--- src/rtl/bound_flasher_ctrl.sv ---
// bound_flasher_ctrl
//   Sequencer in front of the 16-LED bound flasher. It takes a raw push-button,
//   synchronises and debounces it, and turns the rising edge of the debounced
//   level into a launch. It then holds flick high until the flasher leaves
//   INIT, forwards the user's button level while the sweep runs (so the
//   mid-sweep kick-back still works), and waits for the flasher to return to
//   all-off after BLINK. Runs may be auto-repeated. The flasher only advances
//   on cycles where step_en is high; step_en comes from a programmable
//   divider that runs only while a launch is in progress.
//
//   Optional build macro: FLASHER_WDOG_EN
//     defined   : a stall watchdog aborts LAUNCH/RUN after 64 consecutive
//                 steps with leds_in unchanged (err pulse, back to IDLE).
//     undefined : no watchdog logic, err tied low.
//
// Ports
//   clk        in   system clock
//   rst        in   asynchronous reset, active-low
//   btn_raw    in   raw flick push-button (asynchronous)
//   cfg_div    in   step period minus 1, in clk cycles (latched at launch)
//   cfg_runs   in   runs per launch, 0 treated as 1 (latched at launch)
//   leds_in    in   flasher LED vector fed back
//   step_en    out  one-cycle clock-enable pulse to the flasher
//   flick_out  out  flick level to the flasher
//   busy       out  high whenever the FSM is not in IDLE
//   done       out  one-cycle pulse after the final requested run
//   err        out  one-cycle pulse on watchdog abort
//   runs_done  out  runs completed since the last launch
//
// State    | meaning
// ---------+-----------------------------------------------------------
// S_IDLE   | waiting for a debounced button press
// S_LAUNCH | flick held high until the flasher leaves INIT (leds != 0)
// S_RUN    | sweep in progress, flick follows the debounced button
// S_TAIL   | BLINK reached, waiting for leds to go dark to close the run

module bound_flasher_ctrl #(
  parameter int DIV_W        = 24,
  parameter int DEBOUNCE_CYC = 16,
  parameter int RUN_W        = 4
) (
  input  logic             clk,
  input  logic             rst,
  input  logic             btn_raw,
  input  logic [DIV_W-1:0] cfg_div,
  input  logic [RUN_W-1:0] cfg_runs,
  input  logic [15:0]      leds_in,
  output logic             step_en,
  output logic             flick_out,
  output logic             busy,
  output logic             done,
  output logic             err,
  output logic [RUN_W-1:0] runs_done
);

  localparam int DB_W = (DEBOUNCE_CYC > 1) ? $clog2(DEBOUNCE_CYC) : 1;
  localparam logic [DB_W-1:0] DB_LAST = DB_W'(DEBOUNCE_CYC - 1);

  typedef enum logic [1:0] {
    S_IDLE   = 2'd0,
    S_LAUNCH = 2'd1,
    S_RUN    = 2'd2,
    S_TAIL   = 2'd3
  } state_t;

  state_t r_state;
  state_t w_state_nxt;

  logic             r_sync1;
  logic             r_sync2;
  logic [DB_W-1:0]  r_db_cnt;
  logic             r_btn_db;
  logic             r_btn_db_d;
  logic             w_start;

  logic [DIV_W-1:0] r_div_q;
  logic [DIV_W-1:0] r_div_cnt;
  logic             w_step;
  logic             w_enter_launch;

  logic [RUN_W-1:0] r_runs_q;
  logic [RUN_W-1:0] r_runs_done;
  logic [RUN_W-1:0] w_runs_sat;
  logic             w_run_closed;

  logic             r_done;
  logic             w_done_nxt;
  logic             w_err_nxt;
  logic             w_wd_trip;

  // Input conditioning: 2-FF synchroniser, then a stability counter. The
  // debounced level only flips once the synchronised value has disagreed
  // with it for DEBOUNCE_CYC consecutive cycles.
  always_ff @(posedge clk or negedge rst) begin
    if (!rst) begin
      r_sync1 <= 1'b0;
      r_sync2 <= 1'b0;
    end else begin
      r_sync1 <= btn_raw;
      r_sync2 <= r_sync1;
    end
  end

  always_ff @(posedge clk or negedge rst) begin
    if (!rst) begin
      r_db_cnt   <= '0;
      r_btn_db   <= 1'b0;
      r_btn_db_d <= 1'b0;
    end else begin
      r_btn_db_d <= r_btn_db;
      if (r_sync2 == r_btn_db) begin
        r_db_cnt <= '0;
      end else if (r_db_cnt == DB_LAST) begin
        r_db_cnt <= '0;
        r_btn_db <= r_sync2;
      end else begin
        r_db_cnt <= r_db_cnt + 1'b1;
      end
    end
  end

  assign w_start = r_btn_db & ~r_btn_db_d;

  // Step divider. Held at zero in IDLE and re-zeroed on every LAUNCH entry
  // so each run starts with a full step period.
  assign w_step         = (r_state != S_IDLE) && (r_div_cnt == r_div_q);
  assign w_enter_launch = (w_state_nxt == S_LAUNCH) && (r_state != S_LAUNCH);

  always_ff @(posedge clk or negedge rst) begin
    if (!rst) begin
      r_div_cnt <= '0;
    end else if ((r_state == S_IDLE) || w_enter_launch || w_step) begin
      r_div_cnt <= '0;
    end else begin
      r_div_cnt <= r_div_cnt + 1'b1;
    end
  end

  // Launch configuration is captured only on IDLE -> LAUNCH, so changes to
  // cfg_div/cfg_runs mid-launch are deferred to the next press.
  always_ff @(posedge clk or negedge rst) begin
    if (!rst) begin
      r_div_q  <= '0;
      r_runs_q <= '0;
    end else if ((r_state == S_IDLE) && w_start) begin
      r_div_q  <= cfg_div;
      r_runs_q <= (cfg_runs == '0) ? RUN_W'(1) : cfg_runs;
    end
  end

  assign w_runs_sat   = (r_runs_done == '1) ? r_runs_done : r_runs_done + 1'b1;
  assign w_run_closed = (r_state == S_TAIL) && (leds_in == 16'h0000);

  always_ff @(posedge clk or negedge rst) begin
    if (!rst) begin
      r_runs_done <= '0;
    end else if ((r_state == S_IDLE) && w_start) begin
      r_runs_done <= '0;
    end else if (w_run_closed) begin
      r_runs_done <= w_runs_sat;
    end
  end

`ifdef FLASHER_WDOG_EN
  logic [5:0]  r_wd_cnt;
  logic [15:0] r_wd_prev;
  logic        r_err;
  logic        w_wd_active;

  // Stall detector: counts steps on which the flasher did not move. Any
  // state change restarts the count, so LAUNCH and RUN are judged separately.
  assign w_wd_active = (r_state == S_LAUNCH) || (r_state == S_RUN);
  assign w_wd_trip   = w_wd_active && w_step && (leds_in == r_wd_prev) &&
                       (r_wd_cnt == 6'd63);

  always_ff @(posedge clk or negedge rst) begin
    if (!rst) begin
      r_wd_cnt  <= '0;
      r_wd_prev <= '0;
    end else begin
      if (w_step) begin
        r_wd_prev <= leds_in;
      end
      if (w_state_nxt != r_state) begin
        r_wd_cnt <= '0;
      end else if (w_wd_active && w_step) begin
        if (leds_in != r_wd_prev) begin
          r_wd_cnt <= '0;
        end else if (r_wd_cnt != 6'd63) begin
          r_wd_cnt <= r_wd_cnt + 1'b1;
        end
      end
    end
  end

  always_ff @(posedge clk or negedge rst) begin
    if (!rst) begin
      r_err <= 1'b0;
    end else begin
      r_err <= w_err_nxt;
    end
  end

  assign err = r_err;
`else
  assign w_wd_trip = 1'b0;
  assign err       = 1'b0;
`endif

  // FSM state register
  always_ff @(posedge clk or negedge rst) begin
    if (!rst) begin
      r_state <= S_IDLE;
    end else begin
      r_state <= w_state_nxt;
    end
  end

  // FSM next-state and pulse decode
  always_comb begin
    w_state_nxt = r_state;
    w_done_nxt  = 1'b0;
    w_err_nxt   = 1'b0;
    case (r_state)
      S_IDLE: begin
        if (w_start) begin
          w_state_nxt = S_LAUNCH;
        end
      end
      S_LAUNCH: begin
        if (w_wd_trip) begin
          w_state_nxt = S_IDLE;
          w_err_nxt   = 1'b1;
        end else if (leds_in != 16'h0000) begin
          w_state_nxt = S_RUN;
        end
      end
      S_RUN: begin
        if (w_wd_trip) begin
          w_state_nxt = S_IDLE;
          w_err_nxt   = 1'b1;
        end else if (leds_in == 16'hFFFF) begin
          w_state_nxt = S_TAIL;
        end
      end
      S_TAIL: begin
        if (w_run_closed) begin
          if (w_runs_sat < r_runs_q) begin
            w_state_nxt = S_LAUNCH;
          end else begin
            w_state_nxt = S_IDLE;
            w_done_nxt  = 1'b1;
          end
        end
      end
      default: w_state_nxt = S_IDLE;
    endcase
  end

  // Moore outputs: decoded from registered state so an async reset clears
  // them in the same cycle.
  always_comb begin
    flick_out = 1'b0;
    case (r_state)
      S_LAUNCH: flick_out = 1'b1;
      S_RUN:    flick_out = r_btn_db;
      default:  flick_out = 1'b0;
    endcase
  end

  always_ff @(posedge clk or negedge rst) begin
    if (!rst) begin
      r_done <= 1'b0;
    end else begin
      r_done <= w_done_nxt;
    end
  end

  assign busy      = (r_state != S_IDLE);
  assign step_en   = w_step;
  assign done      = r_done;
  assign runs_done = r_runs_done;

endmodule

--- config.mk ---
export PLATFORM = sky130hd
export DESIGN_NAME = bound_flasher_ctrl
export DESIGN_NICKNAME = d
export VERILOG_FILES = /design/src/rtl/bound_flasher_ctrl.sv
export SDC_FILE = /design/constraint.sdc
export NUM_CORES = 1
export LEC_CHECK = 0
export ABC_AREA = 1
export CAP_MARGIN = 0
export CORE_MARGIN = 3
export CORE_UTILIZATION = 55
export CTS_BUF_LIST = sky130_fd_sc_hd__clkbuf_4 sky130_fd_sc_hd__clkbuf_8
export DETAILED_ROUTE_END_ITERATION = 10
export MAX_ROUTING_LAYER = met4
export PLACE_DENSITY = 0.82
export SLEW_MARGIN = 20
export SYNTH_ARGS = -nofsm -noshare
export SYNTH_HDL_FRONTEND = slang
export SYNTH_SLANG_ARGS = --single-unit
--- constraint.sdc ---
create_clock -name clk -period 3.9 [get_ports clk]
set_input_delay 0.78 -clock clk [delete_from_list [all_inputs] [get_ports clk]]
set_output_delay 0.78 -clock clk [all_outputs]
set_load 0.03 [all_outputs]
; ---- Word-level counts from Yosys, hierarchy flattened
; Index checks and enable logic that the tools add are counted.
[totals]
ff_bits = 67
inputBits = 47
out_inout_bits = 9
wordCells = 58
[op_classes]
n_addsub = 3
magnitude_cmp = 1
eq_ne = 10
mux = 17
n_bitwise = 3
n_reduce_logical = 13
[op_table]
columns = operator, n
row1 = $add 24x1->24 const B, 1
row2 = $eq 24x24->1, 1
row3 = $mux 24, 1
row4 = $mux 4, 6
row5 = $eq 16x16->1 const B, 1
row6 = $logic_not 16->1, 1
row7 = $reduce_bool 16->1, 1
row8 = $add 4x1->4 const B, 2
row9 = $eq 4x4->1 const B, 2
row10 = $mux 2, 4
row11 = $pmux 2 s4, 1
row12 = $eq 2x1->1 const B, 2
row13 = $eq 2x2->1 const B, 2
row14 = $logic_and 1x1->1, 4
row15 = $logic_not 4->1, 1
row16 = $lt 4x4->1, 1
row17 = $mux 1, 4
row18 = $reduce_bool 2->1, 2
row19 = $logic_not 2->1, 1
row20 = $logic_or 1x1->1, 2
row21 = $ne 2x1->1 const B, 1
row22 = $not 1->1, 2
row23 = $pmux 1 s2, 1
row24 = $reduce_and 2->1, 1
row25 = other kinds (2), 2

; ---- Longest topological paths before layout
[depth]
word_depth = 11
depth_mapped = 18
mapped_depth_nobuf = 17

; ---- Least setup slack after synthesis
; No wires, ideal clock.
[synth_path]
path_type = register to output
start = register r_state[0]
end = output port step_en
arrival_ps = 1504
required_time_ps = 3120
slack_ps = 1616
stages_incl_launch_ff = 8
n_path_buf = 0
path_cell_list = dfrtp_1 inv_1 ha_1 a21oi_1 o2111ai_1 nor2_1 nand2_1 nor2_1
[synth_between]
elab_chain_cells = 2
[synth_lines]
columns = element, line_no
row1 = start: declaration, 66  ; state_t r_state;
row2 = start signal: assignment, 215  ; r_state <= w_state_nxt;
row3 = $reduce_bool 2->1, 126  ; assign w_step = (r_state != S_IDLE) && (r_div_cnt == r_div_q);
row4 = $logic_and 1x1->1, 126
row5 = end: declaration, 48  ; output logic step_en,
; No other way between the ends.

; ---- Final worst setup path
; Same ends and word-level chain as after synthesis.

==> impl_metrics.json <==
{
  "cts_hold_buf": 0,
  "first_pass_iters": 4,
  "drt_iter0_markers": 136,
  "port_buffers": 54,
  "cp_slowest_stage_delay_ns": 0.71,
  "syn-num-nets": 478,
  "crit_path_end_kind": "primary output",
  "rows": 29,
  "slew_violations": 0,
  "synthArstFlopShare_pct": 100.0,
  "post-route-period-util_pct": 80.21,
  "setup_viol": 0,
  "relSlewSlack_pct": 52.90,
  "critPathLaunchType": "flop",
  "cts_sinks": 67,
  "wl_mm": 7.517,
  "die_x_um": 87.53,
  "crit_chain": "inv_1 -> ha_1 -> a21oi_1 -> o2111ai_1 -> nor2_1 -> nand2_1 -> nor2_1 -> clkdlybuf4s50_1",
  "crit_top_cell": "nor2_1",
  "synth-edff-count": 0,
  "critical_path_class": "reg -> out",
  "cap_violations": 0,
  "dp.cells": 545,
  "grt_pass1_wl_mm": 12.91,
  "final_nets": 537,
  "rsz0062_at_grt": "false",
  "cp_max_fo": 7,
  "dp_hpwl_mm": 5.702,
  "avgSynthCellArea_um2": 8.705,
  "viasPerCell": 5.170,
  "drive_gt1_share_pct": 12.84,
  "gp_congestion": 0.8906,
  "synthTopCellsByArea": "dfrtp_1 (46%), nand2_1 (6.9%), nor2_1 (6.4%), mux2_2 (6.2%), inv_1 (5.4%)",
  "htreeDepth": 3,
  "hold_slack_ns": 0.2944,
  "synth_top_area_cell": "dfrtp_1",
  "area_growth_pct": 22.38,
  "place_ws_ns": 1.131,
  "cts_setup_buffers": 0,
  "grt_max_degree": 57,
  "power_density_nw_per_um2": 333.2,
  "r2r_setup_slack_ns": 1.36,
  "grt.overflow.total": 0,
  "arrival_ns": 2.35,
  "reg2reg_to": "r_div_cnt[5]$_DFF_PN0_",
  "outcome": "finished clean",
  "clkTransAtPathRegs_ns": 0.07,
  "grt_pass1_vias": 2914,
  "worstPathRequired_ns": 3.12,
  "diodes": 0,
  "fin_ws_ns": 0.7719,
  "hold_viol": 0,
  "fin_worst_skew_ns": 0.01100,
  "grt_usage_pct": 22.24,
  "ys_types": 34,
  "synth_top_cell_area_share_pct": 45.86,
  "drc": 0,
  "fill_cells": 502,
  "coreArea_um2": 6386,
  "ctsResizeCount": 0,
  "cts_buffers": 9,
  "ys_seq_area_share_pct": 45.86,
  "r2r_start": "runs_done[0]$_DFFE_PN0P_",
  "yosysWarnings": 0,
  "tns_ns": 0,
  "die_area_um2": 7662,
  "antenna_left": 0,
  "synth_ff_type": "dfrtp_1",
  "die_y_um": 87.53,
  "insertion_delay_ns": 0.35,
  "vias": 2895,
  "synth-seq-cells": 67,
  "synthesis.area_um2": 3656,
  "cp_slowest_cell": "clkdlybuf4s50_1",
  "post_drt_wl_per_cell_um": 13.42,
  "initial_core_util_pct": 57.25,
  "reg2reg_depth": 14,
  "layout.cells.non_filler": 560,
  "yosys-top-cells-count": "dfrtp_1 (67), nand2_1 (67), nor2_1 (62)",
  "syn_inst": 420,
  "cts_buffer_depth": 2,
  "antenna_found_initial": 0,
  "num_io_pins": 56,
  "leakage_nw": 2.077,
  "cts_tree": "built",
  "vdd_ir_drop_max_uv": 272.3,
  "max_freq_ghz": 0.3197,
  "min_period_ns": 3.128,
  "cts_root_buffer": "clkbuf_8",
  "min_path_type": "in -> async",
  "tightestPinTransition_ns": 0.7047
}
cell usage in the layout, fill, tap and decap left out, drive strengths merged, types with 3 or more instances in the layout:
master	synthesis	routed
nor3	10	10
o22ai	5	5
o21ai	20	20
clkdlybuf4s50	0	53
nand4	13	13
or2	7	7
a21oi	9	9
mux2	20	20
nand3	16	16
ha	11	11
clkbuf	4	14
buf	4	3
dfrtp	67	67
xor2	16	16
xnor2	15	15
inv	54	54
nand2	71	71
nor2	71	71
layer usage:
metal  up-vias  wire [µm]  track usage, %
met2        50       3685           35.89
li1       1461          -               -
met4         0        142           7.810
met5         -          0               -
met1      1373       3373           28.47
met3        11        316           3.669
per-stage QoR:
stage / instance area [µm²] / total power [mW] / util [%]
6_report: 4474 / 1.491 / 70.06
5_1_grt: 4474 / 1.551 / 70.06
4_1_cts: 4474 / 1.505 / 70.06
3_5_place_dp: 4258 / 0.8851 / 66.67
3_3_place_gp: 4258 / 0.8765 / 66.67
2_1_floorplan: 3656 / 0.8075 / -
power breakdown:
group	leakage (nW)	internal, mW	switching (mW)	total, mW
logic	1.13	0.0753	0.0575	0.133
registers	0.833	0.718	0.0195	0.738
clock network	0.112	0.369	0.251	0.620
kinds of logic after synthesis:
logic type | synth area share, %
compound gates | 5.681
fa+ha+maj | 3.764
buf+inv | 6.776
simple gates | 24.23
mux | 6.160
xor+xnor | 7.426
flops | 45.86
other cells | 0.1026
critical path: cells and delay by family, from the launching register on:
family                   cells  cell delay [ns]
AND/OR/NAND/NOR              3             0.27
AO/OA/AOI/OAI                2             0.23
adder cells (fa/ha/maj)      1             0.25
flip-flops                   1             0.40
buffers and inverters        2             0.85
worst max path at each step:
| stage | endpoint | slack (ns) | cells after the start | start |
|---|---|---|---|---|
| floorplan | step_en | 1.62 | 7 | r_state[0]$_DFF_PN0_ |
| detailed placement | step_en | 1.13 | 8 | r_state[0]$_DFF_PN0_ |
| global route | step_en | 0.58 | 8 | r_state[0]$_DFF_PN0_ |
| finish | step_en | 0.77 | 8 | r_state[0]$_DFF_PN0_ |
| CTS | step_en | 0.75 | 8 | r_state[0]$_DFF_PN0_ |
| global placement | step_en | 1.18 | 8 | r_state[0]$_DFF_PN0_ |
final cells by class:
| type | instances | area, µm² | share of cell area [%] |
|---|---|---|---|
| well taps | 77 | 96.34 | 2.153 |
| multi-input cells | 291 | 1732 | 38.70 |
| clock buffers | 14 | 186.4 | 4.167 |
| repair buffers | 56 | 550.5 | 12.30 |
| inverters | 54 | 202.7 | 4.530 |
| flip-flops and latches | 67 | 1677 | 37.47 |
| clock inverters | 1 | 30.03 | 0.6711 |
registers in the layout, summed over array words and instances (netlist names):
signal	cells
r_sync2	1
r_btn_db_d	1
done	1
r_div_q	24
r_runs_q	4
r_sync1	1
r_div_cnt	24
r_db_cnt	4
runs_done	4
r_btn_db	1
r_state	2
Power figures use the tool's default switching activity.
